**src/rtl/shiftin.sv**
```systemverilog
// rtl/shiftin.sv - serial latch/clock/data receiver with framed parallel output
module shiftin #(
  parameter int DATA_WIDTH  = 32,
  parameter int SYNC_STAGES = 2
) (
  input  logic                  CLK,
  input  logic                  RST_N,
  input  logic                  SHIFT_LATCH,
  input  logic                  SHIFT_CLOCK,
  input  logic                  SHIFT_DATA,
  output logic [DATA_WIDTH-1:0] OUT_DATA,
  output logic                  OUT_VALID,
  output logic                  FRAME_ERROR,
  output logic                  BUSY
);

  localparam int CNT_W = $clog2(DATA_WIDTH + 1);
  localparam logic [CNT_W-1:0] CNT_FULL = CNT_W'(DATA_WIDTH);

  typedef enum logic {
    IDLE = 1'b0,
    RECV = 1'b1
  } state_t;

  logic [SYNC_STAGES-1:0] latch_sync;
  logic [SYNC_STAGES-1:0] clock_sync;
  logic [SYNC_STAGES-1:0] data_sync;

  logic latch_s;
  logic clock_s;
  logic data_s;

  logic latch_d;
  logic clock_d;
  logic latch_rise_r;
  logic latch_fall_r;
  logic clock_rise_r;
  logic data_r;

  state_t                  state;
  state_t                  state_n;
  logic [DATA_WIDTH-1:0]   shift_reg;
  logic [DATA_WIDTH-1:0]   shift_reg_n;
  logic [CNT_W-1:0]        bit_cnt;
  logic [CNT_W-1:0]        bit_cnt_n;
  logic                    overflow;
  logic                    overflow_n;
  logic [DATA_WIDTH-1:0]   out_data_n;
  logic                    out_valid_n;
  logic                    frame_error_n;

  assign latch_s = latch_sync[SYNC_STAGES-1];
  assign clock_s = clock_sync[SYNC_STAGES-1];
  assign data_s  = data_sync[SYNC_STAGES-1];

  // Resynchronise the three asynchronous pins; latch idles high so its chain resets to 1
  always_ff @(posedge CLK or negedge RST_N) begin
    if (!RST_N) begin
      latch_sync <= '1;
      clock_sync <= '0;
      data_sync  <= '0;
    end else begin
      latch_sync <= {latch_sync[SYNC_STAGES-2:0], SHIFT_LATCH};
      clock_sync <= {clock_sync[SYNC_STAGES-2:0], SHIFT_CLOCK};
      data_sync  <= {data_sync[SYNC_STAGES-2:0], SHIFT_DATA};
    end
  end

  // Edge detection against a delayed copy; edges and the data bit are registered together so they stay aligned
  always_ff @(posedge CLK or negedge RST_N) begin
    if (!RST_N) begin
      latch_d      <= 1'b1;
      clock_d      <= 1'b0;
      latch_rise_r <= 1'b0;
      latch_fall_r <= 1'b0;
      clock_rise_r <= 1'b0;
      data_r       <= 1'b0;
    end else begin
      latch_d      <= latch_s;
      clock_d      <= clock_s;
      latch_rise_r <= latch_s & ~latch_d;
      latch_fall_r <= ~latch_s & latch_d;
      clock_rise_r <= clock_s & ~clock_d;
      data_r       <= data_s;
    end
  end

  // State register
  always_ff @(posedge CLK or negedge RST_N) begin
    if (!RST_N) begin
      state <= IDLE;
    end else begin
      state <= state_n;
    end
  end

  // Next-state and datapath decisions; a latch rise in the same cycle as a clock rise takes priority
  always_comb begin
    state_n       = state;
    shift_reg_n   = shift_reg;
    bit_cnt_n     = bit_cnt;
    overflow_n    = overflow;
    out_data_n    = OUT_DATA;
    out_valid_n   = 1'b0;
    frame_error_n = 1'b0;
    case (state)
      IDLE: begin
        if (latch_fall_r) begin
          shift_reg_n = '0;
          bit_cnt_n   = '0;
          overflow_n  = 1'b0;
          state_n     = RECV;
        end
      end
      RECV: begin
        if (latch_rise_r) begin
          state_n = IDLE;
          if (bit_cnt == CNT_FULL && !overflow) begin
            out_data_n  = shift_reg;
            out_valid_n = 1'b1;
          end else begin
            frame_error_n = 1'b1;
          end
        end else if (clock_rise_r) begin
          shift_reg_n = {data_r, shift_reg[DATA_WIDTH-1:1]};
          if (bit_cnt == CNT_FULL) begin
            overflow_n = 1'b1;
          end else begin
            bit_cnt_n = bit_cnt + CNT_W'(1);
          end
        end
      end
      default: begin
        state_n = IDLE;
      end
    endcase
  end

  // Datapath and output registers
  always_ff @(posedge CLK or negedge RST_N) begin
    if (!RST_N) begin
      shift_reg   <= '0;
      bit_cnt     <= '0;
      overflow    <= 1'b0;
      OUT_DATA    <= '0;
      OUT_VALID   <= 1'b0;
      FRAME_ERROR <= 1'b0;
    end else begin
      shift_reg   <= shift_reg_n;
      bit_cnt     <= bit_cnt_n;
      overflow    <= overflow_n;
      OUT_DATA    <= out_data_n;
      OUT_VALID   <= out_valid_n;
      FRAME_ERROR <= frame_error_n;
    end
  end

  assign BUSY = (state == RECV);

endmodule
```
**config.mk**
```make
export PLATFORM = sky130hd
export DESIGN_NAME = shiftin
export DESIGN_NICKNAME = d
export VERILOG_FILES = /design/src/rtl/shiftin.sv
export SDC_FILE = /design/constraint.sdc
export NUM_CORES = 1
export LEC_CHECK = 0
export BUFFER_PORTS_ARGS = -buffer_cell sky130_fd_sc_hd__buf_2
export CORE_MARGIN = 4
export CORE_UTILIZATION = 36
export CTS_CLUSTER_DIAMETER = 60
export DETAILED_ROUTE_END_ITERATION = 8
export GPL_ROUTABILITY_DRIVEN = 0
export PLACE_DENSITY = 0.53
export SYNTH_ARGS = -nofsm -noshare
export SYNTH_HDL_FRONTEND = slang
export SYNTH_SLANG_ARGS = --single-unit
```
**constraint.sdc**
```tcl
create_clock -name CLK -period 2.6 [get_ports CLK]
set_clock_uncertainty 0.1 [all_clocks]
set_input_delay 0.26 -clock CLK [delete_from_list [all_inputs] [get_ports CLK]]
set_output_delay 0.26 -clock CLK [all_outputs]
set_load 0.005 [all_outputs]
```
---- Word-level counts from Yosys, hierarchy flattened ----
Index checks and enable logic that the tools add are counted.
cells by class
  $add $sub $neg .......................... 1
  eq/ne operators ......................... 6
  muxes and demuxes ....................... 23
  bitwise logic cells ..................... 7
  reduce and logical (&&, ||, !) cells .... 6
operators by type and width
  kind                 count
  $mux 32              3
  $pmux 32 s2          1
  $mux 6               4
  $mux 1               12
  $pmux 6 s2           1
  $ne 2x2->1 const B   4
  $reduce_and 4->1     2
  $add 6x1->6 const B  1
  $eq 6x6->1 const B   1
  $reduce_and 3->1     2
  $not 1->1            4
  $pmux 1 s2           2
  $and 1x1->1          3
  $ne 2x1->1 const B   1
  $logic_and 1x1->1    1
  $logic_not 1->1      1
word-level totals
  flip-flop bits (word level) ............. 86
  input port bits ......................... 5
  logic and storage cells ................. 59

---- Logic depth before layout (Yosys ltp) ----
Gate-level depths: netlist (run 1).
  depth after elaboration ................. 5
  gate-level depth with buffers ........... 7

---- Worst setup path after synthesis (run 1) ----
No wires, ideal clock.
  kind .................................... flip-flop to flip-flop
  start point ............................. reg bit_cnt[0]
  end point ............................... reg OUT_DATA[10]
  library setup time ...................... 0.125 ns
  arrival ................................. 1.602 ns
  data required time ...................... 2.375 ns
  slack ................................... 0.772 ns
  cell stages (with the launch flop) ...... 8
  cell sequence ........................... dfrtp_1 > inv_1 > ha_1 > nor4b_4 > nand4bb_1 > buf_6 > buf_12 > mux2_4
between the ends
  cells in the longest elaborated chain, start to end .. 3
RTL lines
  what                               RTL line  text
  start, declared                    44        logic [CNT_W-1:0] bit_cnt;
  start signal, assigned             150       bit_cnt <= bit_cnt_n;
  $eq 6x6->1                         118       if (bit_cnt == CNT_FULL && !overflow) begin
  $logic_and 1x1->1                  118
  $reduce_and 3->1 (no source line)  n/a
  end signal, assigned               152       OUT_DATA <= out_data_n;
  end, declared                      11        output logic [DATA_WIDTH-1:0] OUT_DATA,
No other way between the ends.
A chain may end at the register's enable or synchronous reset.

---- Worst setup path after layout (run 1) ----
  start point ............................. reg bit_cnt[0]
  end point ............................... reg OUT_DATA[13]
The elaborated chain is that of the path after synthesis.

==> impl_summary.log, run 1 <==
INFO  metric outcome = completed
INFO  metric detail_route.first_pass.iterations = 4
INFO  metric crit_cells = 6
INFO  metric core_area = 0.009328 sq mm
INFO  metric tightest_slew = 0.6440 ns
INFO  metric final_period_minus_worst_setup_slack = 2.094 ns
INFO  metric clock_net_sink_count = 86
INFO  metric r2r.worst_path.cells = 6
INFO  metric finalSetupViolCount = 0
INFO  metric dp.final_hpwl = 4046 um
INFO  metric wirelength = 6470 um
INFO  metric die_extent_in_y = 106.4 um
INFO  metric cts.htree.levels = 3
INFO  metric timing.setup.tns = 0 ns
INFO  metric peakVddDrop = 0.3289 mV
INFO  metric setup.worst_path.class = reg2reg
INFO  metric cp_cell_sequence = inv_1 -> ha_1 -> nor4b_4 -> nand4bb_4 -> buf_4 -> mux2_4
INFO  metric avgSynthCellArea = 12.64 sq um
INFO  metric cp_max_fo = 32
INFO  metric filler_cell_count = 899
INFO  metric final-hold-violation-count = 0
INFO  metric wl_per_cell = 14.22 um
INFO  metric leakagePower = 2.006 nW
INFO  metric worst_path_max_delay_cell = dfrtp_1
INFO  metric combined_buffer_and_inverter_count_along_the_critical_path = 2
INFO  metric rows = 35
INFO  metric initialDrtViolationCount = 113
INFO  metric placement.setup.worst_slack = 0.5213 ns
INFO  metric post_dp_cell_area = 0.003820 sq mm
INFO  metric drv_cap = 0
INFO  metric final_max_slew_viol_count = 0
INFO  metric achievable-frequency = 477.5 MHz
INFO  metric max_stage_delay = 0.42 ns
INFO  metric insertion_delay = 0.35 ns
INFO  metric synthCells = 276
INFO  metric global_route_wire_length_before_repair = 11010 um
INFO  metric number_of_buffers_inserted_during_clock_tree_synthesis = 9
INFO  metric die_area = 0.01133 sq mm
INFO  metric detailroute.via_count = 2217
INFO  metric area_growth = 16.10%
INFO  metric clock_tree.buffer_depth = 2
INFO  metric cts_tree = yes
INFO  metric worst_hold_class = reg2reg
INFO  metric synth-seq-area-share = 61.80%
INFO  metric maxSlewHeadroom = 57.07%
INFO  metric number_of_antenna_violations_at_the_first_check_in_global_routing = 0
INFO  metric vias_per_cell = 4.873
INFO  metric layout-drive-gt1-share = 30.98%
INFO  metric grt_start_max_net_pins = 52
INFO  metric post-route-drc-count = 0
INFO  metric required = 2.74 ns
INFO  metric final_cell_area = 0.004050 sq mm
INFO  metric initial_utilization = 37.40%
INFO  metric port_buffers = 39
INFO  metric startpoint_type = flip-flop
INFO  metric antennaDiodeCount = 0
INFO  metric rsz0062_at_grt = no
INFO  metric finish.utilization = 43.42%
INFO  metric clock-root-buffer = clkbuf_8
INFO  metric finalCritPeriodShare = 80.55%
INFO  metric groute.usage.overall = 12.31%
INFO  metric antenna_left = 0
INFO  metric critical_path.endpoint_type = flip-flop
INFO  metric synth.lib_cells_used.distinct = 33
INFO  metric finish.net_count = 328
INFO  metric netlist_area = 0.003488 sq mm
INFO  metric design.portCount = 40
INFO  metric fp.dieW = 106.4 um
INFO  metric synthesis.yosys.warnings = 0
INFO  metric postSynthNetCount = 283
INFO  metric synth_seq_cells = 86
INFO  metric worst_slack = 0.5057 ns
INFO  metric power.density_cell_area = 636.0 mW/mm^2
INFO  metric gr-total-overflow = 0
INFO  metric critical_path.top_delay_family = simple AND/OR/NAND/NOR gates
INFO  metric cp.arrival = 2.23 ns
INFO  metric first_global_vias = 2201
INFO  metric cts.reportedPaths.clkPinSlew = 0.08 ns
INFO  metric hold_depth = 0
-- metal layers --
layer / routed length (um) / up-vias / track usage (%) / part of all wire (%)
met1: 3142 / 1120 / 16.80 / 49
met2: 2926 / 47 / 18.60 / 45
met3: 300 / 9 / 3.400 / 4.6
li1: - / 1041 / - / -
met4: 100 / 0 / 4.932 / 1.5
met5: 0 / - / 0 / 0
-- placed cells by master (no fill, tap or decap), types with 2 or more instances in the layout --
cell            n
or3_1           2
mux2_4         30
nand3_1        33
buf_4           9
buf_2          38
dfstp_2         3
clkinvlp_4      2
dlygate4sd3_1   4
dfrtp_1        83
clkbuf_8        9
mux2i_1         2
nand2_1        40
inv_1           4
clkbuf_1        2
mux2_2          2
a21oi_1         3
nor2b_1         4
o21ai_0        35
ha_1            2
-- area by class of cell --
type                    instances  area, sq um  share of cell area (%)
repair buffers                 52        317.8                   7.847
inverters                       4        15.01                  0.3707
clock buffers                  11        131.4                   3.244
flip-flops and latches         86         2156                   53.23
clock inverters                 5        58.81                   1.452
multi-input cells             168         1210                   29.87
well taps                     129        161.4                   3.985
-- stage by stage --
| stage | total power, mW | cells | hold slack (ns) |
|---|---|---|---|
| after floorplan | 1.579 | 276 | -0.1356 |
| after global placement | 1.678 | 435 | 0.2371 |
| after detailed placement | 1.688 | 435 | 0.2314 |
| after CTS | 2.609 | 455 | 0.2574 |
| after global routing | 2.703 | 455 | 0.2601 |
| final | 2.576 | 455 | 0.2550 |
-- power breakdown --
part           switching [mW]  internal (mW)  leakage, nW
Clock                   0.471          0.447       0.0899
Sequential             0.0335           1.38         1.17
Combinational           0.165         0.0840        0.747
Total                   0.669           1.91         2.01
-- cell families (layout without fill, tap and decap cells) --
family          count (synthesis)  after routing  share of synthesized area (%)
simple gates                   87             87                          12.27
flops                          86             86                          61.80
compound gates                 45             45                          7.031
mux                            34             34                          14.13
buf+inv                        22             72                          4.053
fa+ha+maj                       2              2                         0.7172
-- path summary, 6_finish.rpt --
kind | slack, ns | endpoint | startpoint
max in group asynchronous | 1.34 | latch_sync[1]$_DFF_PN1_ | RST_N
setup reg to reg | 0.51 | OUT_DATA[13]$_DFFE_PN0P_ | bit_cnt[0]$_DFFE_PN0P_
hold reg to reg | 0.26 | data_sync[1]$_DFF_PN0_ | data_sync[0]$_DFF_PN0_
min in group asynchronous | 0.37 | OUT_DATA[24]$_DFFE_PN0P_ | RST_N
hold / removal | 0.26 | data_sync[1]$_DFF_PN0_ | data_sync[0]$_DFF_PN0_
setup / recovery | 0.51 | OUT_DATA[13]$_DFFE_PN0P_ | bit_cnt[0]$_DFFE_PN0P_
-- cell usage after synthesis (all sizes together) --
cell type,instances,share of area (%)
dfstp,3,2.3
or3,2,0.36
mux2i,2,0.57
o21ai,35,5.0
clkbuf,10,1.1
nor4b,1,0.68
a21oi,3,0.43
dfrtp,83,60
a211oi,1,0.22
nand3b,1,0.22
o41ai,1,0.25
nor2,1,0.11
a31o,1,0.25
inv,4,0.43
nand4bb,1,0.32
o311ai,1,0.25
nor3,1,0.14
o211ai,1,0.22
nor2b,4,0.72
nand4b,1,0.25
nand2b,1,0.18
mux2,32,14
nand3,33,4.7
a31oi,1,0.18
buf,8,2.5
ha,2,0.72
nand2,40,4.3
and3b,1,0.25
a22oi,1,0.22
-- timing repair --
| action | 4_1_cts | 5_1_grt |
|---|---|---|
| gates resized for setup | 0 | 0 |
| endpoints found under the hold margin | 53 | 0 |
| setup buffers | 0 | 0 |
| hold buffers | 4 | 0 |
Power figures use the tool's default switching activity.
==> run 2, diff against run 1 <==
--- a/config.mk
+++ b/config.mk
@@ -11,7 +11,7 @@
 export CTS_CLUSTER_DIAMETER = 60
 export DETAILED_ROUTE_END_ITERATION = 8
 export GPL_ROUTABILITY_DRIVEN = 0
-export PLACE_DENSITY = 0.53
+export PLACE_DENSITY = 0.55
 export SYNTH_ARGS = -nofsm -noshare
 export SYNTH_HDL_FRONTEND = slang
 export SYNTH_SLANG_ARGS = --single-unit
==> constraint.sdc (replaced) <==
create_clock -name CLK -period 1.75 [get_ports CLK]
set_clock_uncertainty 0.1 [all_clocks]
set_input_delay 0.175 -clock CLK [delete_from_list [all_inputs] [get_ports CLK]]
set_output_delay 0.175 -clock CLK [all_outputs]
set_load 0.005 [all_outputs]
==> run 2 against run 1 <==
  * The run now ends with setup timing left
  * Clock power increased by 62%
  * Register-to-register slack got worse by 0.56 ns
  * Clock-buffer cell count unchanged
  * Worst hold slack got worse by 0.12 ns
  * Combinational power increased by 85%
  * Non-clock buffer count increased by 12
  * Core utilization increased by 1.4 points
  * Maximum frequency increased by 16%
  * Final area increased by 3.2%
  * Power increased by 57%
  * Critical path type unchanged
  * Largest cell class unchanged
==> impl_summary.log, run 2 (same netlist as run 1, synthesis figures left out) <==
INFO  metric timing.setup.tns = -1.088 ns
INFO  metric setup.reg_to_reg.worst_slack = -0.06 ns
INFO  metric insertion_delay = 0.35 ns
INFO  metric setup.worst_path.class = reg2reg
INFO  metric layout-drive-gt1-share = 33.43%
INFO  metric rsz0062_at_grt = yes
INFO  metric finalCritPeriodShare = 103.3%
INFO  metric area_growth = 19.76%
INFO  metric peakVddDrop = 0.4529 mV
INFO  metric fp.dieW = 106.4 um
INFO  metric final_cell_mix = dfrtp_1 (83), nand2_1 (40), buf_2 (38)
INFO  metric cts_tree = yes
INFO  metric achievable-frequency = 553.4 MHz
INFO  metric cp.arrival = 1.94 ns
INFO  metric rows = 35
INFO  metric dp.final_hpwl = 4478 um
INFO  metric number_of_buffers_inserted_during_clock_tree_synthesis = 9
INFO  metric failed_checks = setup timing
INFO  metric gr-total-overflow = 0
INFO  metric r2r.worst_path.cells = 6
INFO  metric grt_start_max_net_pins = 35
INFO  metric number_of_antenna_violations_at_the_first_check_in_global_routing = 0
INFO  metric worstReg2RegEnd = OUT_DATA[27]$_DFFE_PN0P_
INFO  metric cp_max_fo = 29
INFO  metric detailroute.via_count = 2191
INFO  metric post-route-drc-count = 0
INFO  metric initialDrtViolationCount = 58
INFO  metric finalSetupViolCount = 29
INFO  metric post_dp_cell_area = 0.003923 sq mm
INFO  metric groute.usage.overall = 12.51%
INFO  metric die_area = 0.01133 sq mm
INFO  metric dp.cells = 447
INFO  metric layout.cells.non_filler = 467
INFO  metric antennaDiodeCount = 0
INFO  metric cts_setup_buffers = 0
INFO  metric vias_per_cell = 4.692
INFO  metric cts.reportedPaths.clkPinSlew = 0.09 ns
INFO  metric global_route_wire_length_before_repair = 11180 um
INFO  metric first_global_vias = 2235
INFO  metric final_period_minus_worst_setup_slack = 1.807 ns
INFO  metric worst_slack = -0.05710 ns
INFO  metric port_buffers = 39
INFO  metric antenna_left = 0
INFO  metric wirelength = 6596 um
INFO  metric final_common_cell = dfrtp_1
INFO  metric initial_utilization = 37.40%
INFO  metric cts.htree.levels = 3
INFO  metric final_max_slew_viol_count = 0
INFO  metric maxSlewHeadroom = 76.62%
INFO  metric drv_cap = 0
INFO  metric clock-root-buffer = clkbuf_8
INFO  metric worst_hold_class = in2async
INFO  metric clock_tree.buffer_depth = 2
INFO  metric final_cell_area = 0.004178 sq mm
INFO  metric finish.net_count = 340
INFO  metric die_extent_in_y = 106.4 um
INFO  metric final-hold-violation-count = 0
INFO  metric finish.utilization = 44.79%
INFO  metric crit-reg2reg-launch = bit_cnt[0]$_DFFE_PN0P_
INFO  metric required = 1.89 ns
INFO  metric leakagePower = 2.082 nW
INFO  metric detail_route.first_pass.iterations = 4
INFO  metric outcome = finished, violations left
INFO  metric power.density_cell_area = 965.5 mW/mm^2
INFO  metric design.portCount = 40
INFO  metric critical_path.endpoint_type = flip-flop
INFO  metric core_area = 0.009328 sq mm
INFO  metric tightest_slew = 0.3507 ns
INFO  metric clock_net_sink_count = 86
INFO  metric postCtsResizedCells = 0
INFO  metric wl_per_cell = 14.12 um
INFO  metric startpoint_type = flip-flop
[run 2: report_power, final]
| part | switching (mW) | internal, mW | total [mW] |
|---|---|---|---|
| Sequential | 0.0367 | 2.04 | 2.08 |
| Clock | 0.685 | 0.807 | 1.49 |
| Combinational | 0.277 | 0.183 | 0.460 |
| Total | 0.999 | 3.03 | 4.03 |
[run 2: metal layers]
layer | routed length [um] | vias up | GRT usage, %
met1 | 3140 | 1078 | 16.56
met3 | 277 | 9 | 3.825
li1 | - | 1070 | -
met4 | 97 | 0 | 4.384
met5 | 0 | - | 0
met2 | 3080 | 34 | 19.50
[run 2: worst max-delay path by stage]
| stage | start | end | slack (ns) |
|---|---|---|---|
| floorplan | bit_cnt[0]$_DFFE_PN0P_ | OUT_DATA[10]$_DFFE_PN0P_ | -0.08 |
| global placement | bit_cnt[0]$_DFFE_PN0P_ | OUT_DATA[15]$_DFFE_PN0P_ | 0.01 |
| detailed placement | bit_cnt[0]$_DFFE_PN0P_ | OUT_DATA[16]$_DFFE_PN0P_ | -0.05 |
| CTS | bit_cnt[0]$_DFFE_PN0P_ | OUT_DATA[27]$_DFFE_PN0P_ | -0.06 |
| global route | bit_cnt[0]$_DFFE_PN0P_ | OUT_DATA[25]$_DFFE_PN0P_ | -0.11 |
| finish | bit_cnt[0]$_DFFE_PN0P_ | OUT_DATA[27]$_DFFE_PN0P_ | -0.06 |
[run 2: critical path: stages (launching register included)]
cell	delay (ns)
dfrtp_1	0.38
inv_1	0.07
ha_1	0.15
nor4b_4	0.28
nand4bb_4	0.16
buf_12	0.21
mux2_4	0.32
[run 2: layout make-up]
class	instances	area, sq um
Clock buffer	11	131.4
Clock inverter	5	83.83
Fill cell	874	5150
Inverter	4	15.01
Multi-Input combinational cell	168	1210
Sequential cell	86	2156
Tap cell	129	161.4
Timing Repair Buffer	64	420.4
[run 2: repair_timing]
action / CTS / global route
setup endpoints to repair: 29 / 32
hold buffers: 4 / 0
endpoints found under the hold margin: 86 / 0
pin swaps: 0 / 0
[run 2: per-stage QoR]
step | hold WS, ns | total power [mW] | worst slack [ns]
after floorplan | -0.2206 | 2.346 | -0.07550
after global placement | -0.02627 | 2.570 | 0.009507
after detailed placement | -0.02365 | 2.578 | -0.04613
after CTS | 0.1229 | 4.090 | -0.06065
after global routing | 0.1277 | 4.228 | -0.1125
final | 0.1304 | 4.034 | -0.05710
==> run 3, diff against run 2 <==
--- a/config.mk
+++ b/config.mk
@@ -5,13 +5,15 @@
 export SDC_FILE = /design/constraint.sdc
 export NUM_CORES = 1
 export LEC_CHECK = 0
+export ABC_AREA = 1
 export BUFFER_PORTS_ARGS = -buffer_cell sky130_fd_sc_hd__buf_2
 export CORE_MARGIN = 4
 export CORE_UTILIZATION = 36
 export CTS_CLUSTER_DIAMETER = 60
 export DETAILED_ROUTE_END_ITERATION = 8
 export GPL_ROUTABILITY_DRIVEN = 0
-export PLACE_DENSITY = 0.55
+export PLACE_DENSITY = 0.54
+export SKIP_LAST_GASP = 1
 export SYNTH_ARGS = -nofsm -noshare
 export SYNTH_HDL_FRONTEND = slang
 export SYNTH_SLANG_ARGS = --single-unit
==> run 3 against run 2 <==
  * The run now ends clean
  * Sequential share of layout area rose by 0.22 points
  * Sequential power barely moved
  * Power rose by 0.45%
  * Highest routed layer unchanged
  * Combinational power fell by 15%
  * Critical path type is now reg2out
  * Core utilization fell by 1.8 points
  * Non-clock buffer count fell by 12
==> impl_summary.log, run 3 <==
INFO  metric outcome = completed
INFO  metric groute.usage.overall = 11.82%
INFO  metric rows = 36
INFO  metric core_area = 0.009684 sq mm
INFO  metric wl_per_cell = 11.82 um
INFO  metric fp.dieW = 107.5 um
INFO  metric power.density_cell_area = 973.4 mW/mm^2
INFO  metric clock-root-buffer = clkbuf_8
INFO  metric combined_buffer_and_inverter_count_along_the_critical_path = 2
INFO  metric finalCritPeriodShare = 92.25%
INFO  metric design.portCount = 40
INFO  metric finish.net_count = 386
INFO  metric worst_hold_class = in2async
INFO  metric total_power = 4.052 mW
INFO  metric netlist_area = 0.003563 sq mm
INFO  metric yosys.area.top_type = dfrtp_1
INFO  metric synth_largest_type_area_fraction = 58.29%
INFO  metric final_cell_mix = dfrtp_1 (82), nand2_1 (55), inv_1 (43)
INFO  metric p_seq_share = 51.6%
INFO  metric max_stage_delay = 0.42 ns
INFO  metric power_frac_comb = 9.7%
INFO  metric dp.final_hpwl = 4090 um
INFO  metric cts.htree.levels = 3
INFO  metric leading_post_synthesis_cells_by_cell_area = dfrtp_1 (58%), nand2_1 (5.8%), o21ai_2 (5.7%), nand3_2 (5.6%), inv_1 (4.5%)
INFO  metric cp.arrival = 1.34 ns
INFO  metric setup.reg_to_reg.worst_slack = 0.14 ns
INFO  metric finish.utilization = 42.98%
INFO  metric detail_route.first_pass.iterations = 4
INFO  metric synthCells = 334
INFO  metric antennaDiodeCount = 0
INFO  metric number_of_antenna_violations_at_the_first_check_in_global_routing = 0
INFO  metric peakVddDrop = 0.4477 mV
INFO  metric rsz0062_at_grt = no
INFO  metric final_period_minus_worst_setup_slack = 1.614 ns
INFO  metric post-route-drc-count = 0
INFO  metric layout-drive-gt1-share = 30.99%
INFO  metric die_area = 0.01155 sq mm
INFO  metric first_global_vias = 2315
INFO  metric port_buffers = 39
INFO  metric leakagePower = 1.937 nW
INFO  metric gr-total-overflow = 0
INFO  metric synth_top_flop_cell = dfrtp_1
INFO  metric grt_start_max_net_pins = 44
INFO  metric pwr-share-clk = 38.8%
INFO  metric timing.setup.tns = 0 ns
INFO  metric detailroute.via_count = 2297
INFO  metric wirelength = 6113 um
INFO  metric worst_slack = 0.1356 ns
INFO  metric clock_tree.buffer_depth = 2
INFO  metric critical_path.top_delay_family = buffers and inverters
INFO  metric cp_max_fo = 27
INFO  metric tightest_slew = 0.3887 ns
INFO  metric cp_cell_sequence = buf_4 -> buf_2
INFO  metric insertion_delay = 0.35 ns
INFO  metric initial_utilization = 36.80%
INFO  metric final_common_cell = dfrtp_1
INFO  metric synth-edff-count = 0
INFO  metric async_flop_share = 100.0%
INFO  metric net-switching-power = 1.040 mW
INFO  metric drv_cap = 0
INFO  metric required = 1.47 ns
INFO  metric area_growth = 16.82%
INFO  metric global_route_wire_length_before_repair = 10940 um
INFO  metric startpoint_type = flip-flop
INFO  metric critical_path.endpoint_type = primary output
INFO  metric achievable-frequency = 619.4 MHz
INFO  metric clock_net_sink_count = 86
INFO  metric synth_seq_cells = 86
INFO  metric final_max_slew_viol_count = 0
INFO  metric top_count_cell_post_synth = dfrtp_1
INFO  metric number_of_buffers_inserted_during_clock_tree_synthesis = 9
INFO  metric synth.lib_cells_used.distinct = 25
INFO  metric avgSynthCellArea = 10.67 sq um
INFO  metric cts.reportedPaths.clkPinSlew = 0.09 ns
INFO  metric swShare = 25.67%
INFO  metric worst_path_max_delay_cell = dfrtp_2
INFO  metric placement.setup.worst_slack = 0.1321 ns
INFO  metric setup.worst_path.class = reg2out
INFO  metric synth.top_cells.by_count = dfrtp_1 (83), nand2_1 (55), inv_1 (43)
INFO  metric die_extent_in_y = 107.5 um
INFO  metric initialDrtViolationCount = 91
INFO  metric cts_tree = yes
INFO  metric vias_per_cell = 4.443
INFO  metric maxSlewHeadroom = 74.09%
INFO  metric synthesis.yosys.warnings = 0
INFO  metric cell_internal_pwr = 3.012 mW
INFO  metric final-hold-violation-count = 0
INFO  metric cts_setup_buffers = 0
INFO  metric finalSetupViolCount = 0
INFO  metric postSynthNetCount = 341
INFO  metric synth-seq-area-share = 60.50%
INFO  metric postCtsResizedCells = 0
INFO  metric antenna_left = 0
-- run 3: cell types whose count changed after synthesis, sizes merged, moves of 2 or more --
cell    delta
inv       +41
o21ai     +33
mux2      -32
nand2     +17
buf        +9
clkbuf     -9
nor2       +9
nand3      +8
nor2b      -4
mux2i      -2
or3        -2
-- run 3: cells by family (layout without fill, tap and decap cells) --
| family | Yosys count | in the layout | share of synthesized area [%] |
|---|---|---|---|
| fa+ha+maj | 2 | 2 | 0.7021 |
| flops | 86 | 86 | 60.50 |
| buf+inv | 63 | 113 | 9.305 |
| compound gates | 73 | 73 | 13.06 |
| simple gates | 110 | 110 | 16.43 |
-- run 3: what timing repair did --
item                                   4_1_cts  5_1_grt
setup endpoints to repair                    0        0
hold buffers                                 4        0
endpoints found under the hold margin       86        0
-- run 3: worst paths after layout --
path | from | cells past startpoint | endpoint
worst min register to register | clock_sync[0]$_DFF_PN0_ | 0 | clock_sync[1]$_DFF_PN0_
max in group asynchronous | RST_N | 3 | latch_sync[0]$_DFF_PN1_
min in group CLK | clock_sync[0]$_DFF_PN0_ | 0 | clock_sync[1]$_DFF_PN0_
worst max-delay path | BUSY$_DFF_PN0_ | 2 | BUSY
worst max register to register | bit_cnt[0]$_DFFE_PN0P_ | 8 | OUT_DATA[11]$_DFFE_PN0P_
worst min-delay path | RST_N | 2 | shift_reg[22]$_DFFE_PN0P_
-- run 3: metal layers --
layer  GRT usage, %  vias to the layer above  wire length (um)
met3          3.179                        9               266
met5              0                        -                 0
met1          15.35                     1086              2845
met4          4.869                        0                99
li1               -                     1164                 -
met2          18.69                       38              2900
-- run 3: final cells by class --
| cell class | instances | area, sq um |
|---|---|---|
| clock inverter | 6 | 93.84 |
| sequential | 86 | 2157 |
| timing repair buffer | 52 | 355.3 |
| clock buffer | 10 | 137.6 |
| fill | 961 | 5522 |
| tap | 133 | 166.4 |
| multi-input combinational | 185 | 1081 |
| inverter | 45 | 171.4 |
-- run 3: through the flow --
stage	std cells	hold WS, ns	area (sq um)
6_report	517	0.1225	4163
4_1_cts	517	0.1091	4163
5_1_grt	517	0.1231	4163
3_5_place_dp	497	-0.04572	3891
2_1_floorplan	334	-0.2206	3563
3_3_place_gp	497	-0.04744	3891
-- run 3: power by group through the flow --
stage	clock network (mW)	registers, mW	logic, mW
finish	1.57	2.09	0.391
global route	1.71	2.10	0.444
CTS	1.63	2.09	0.405
detailed placement	0	2.13	0.397
global placement	0	2.13	0.393
floorplan	0	2.12	0.287
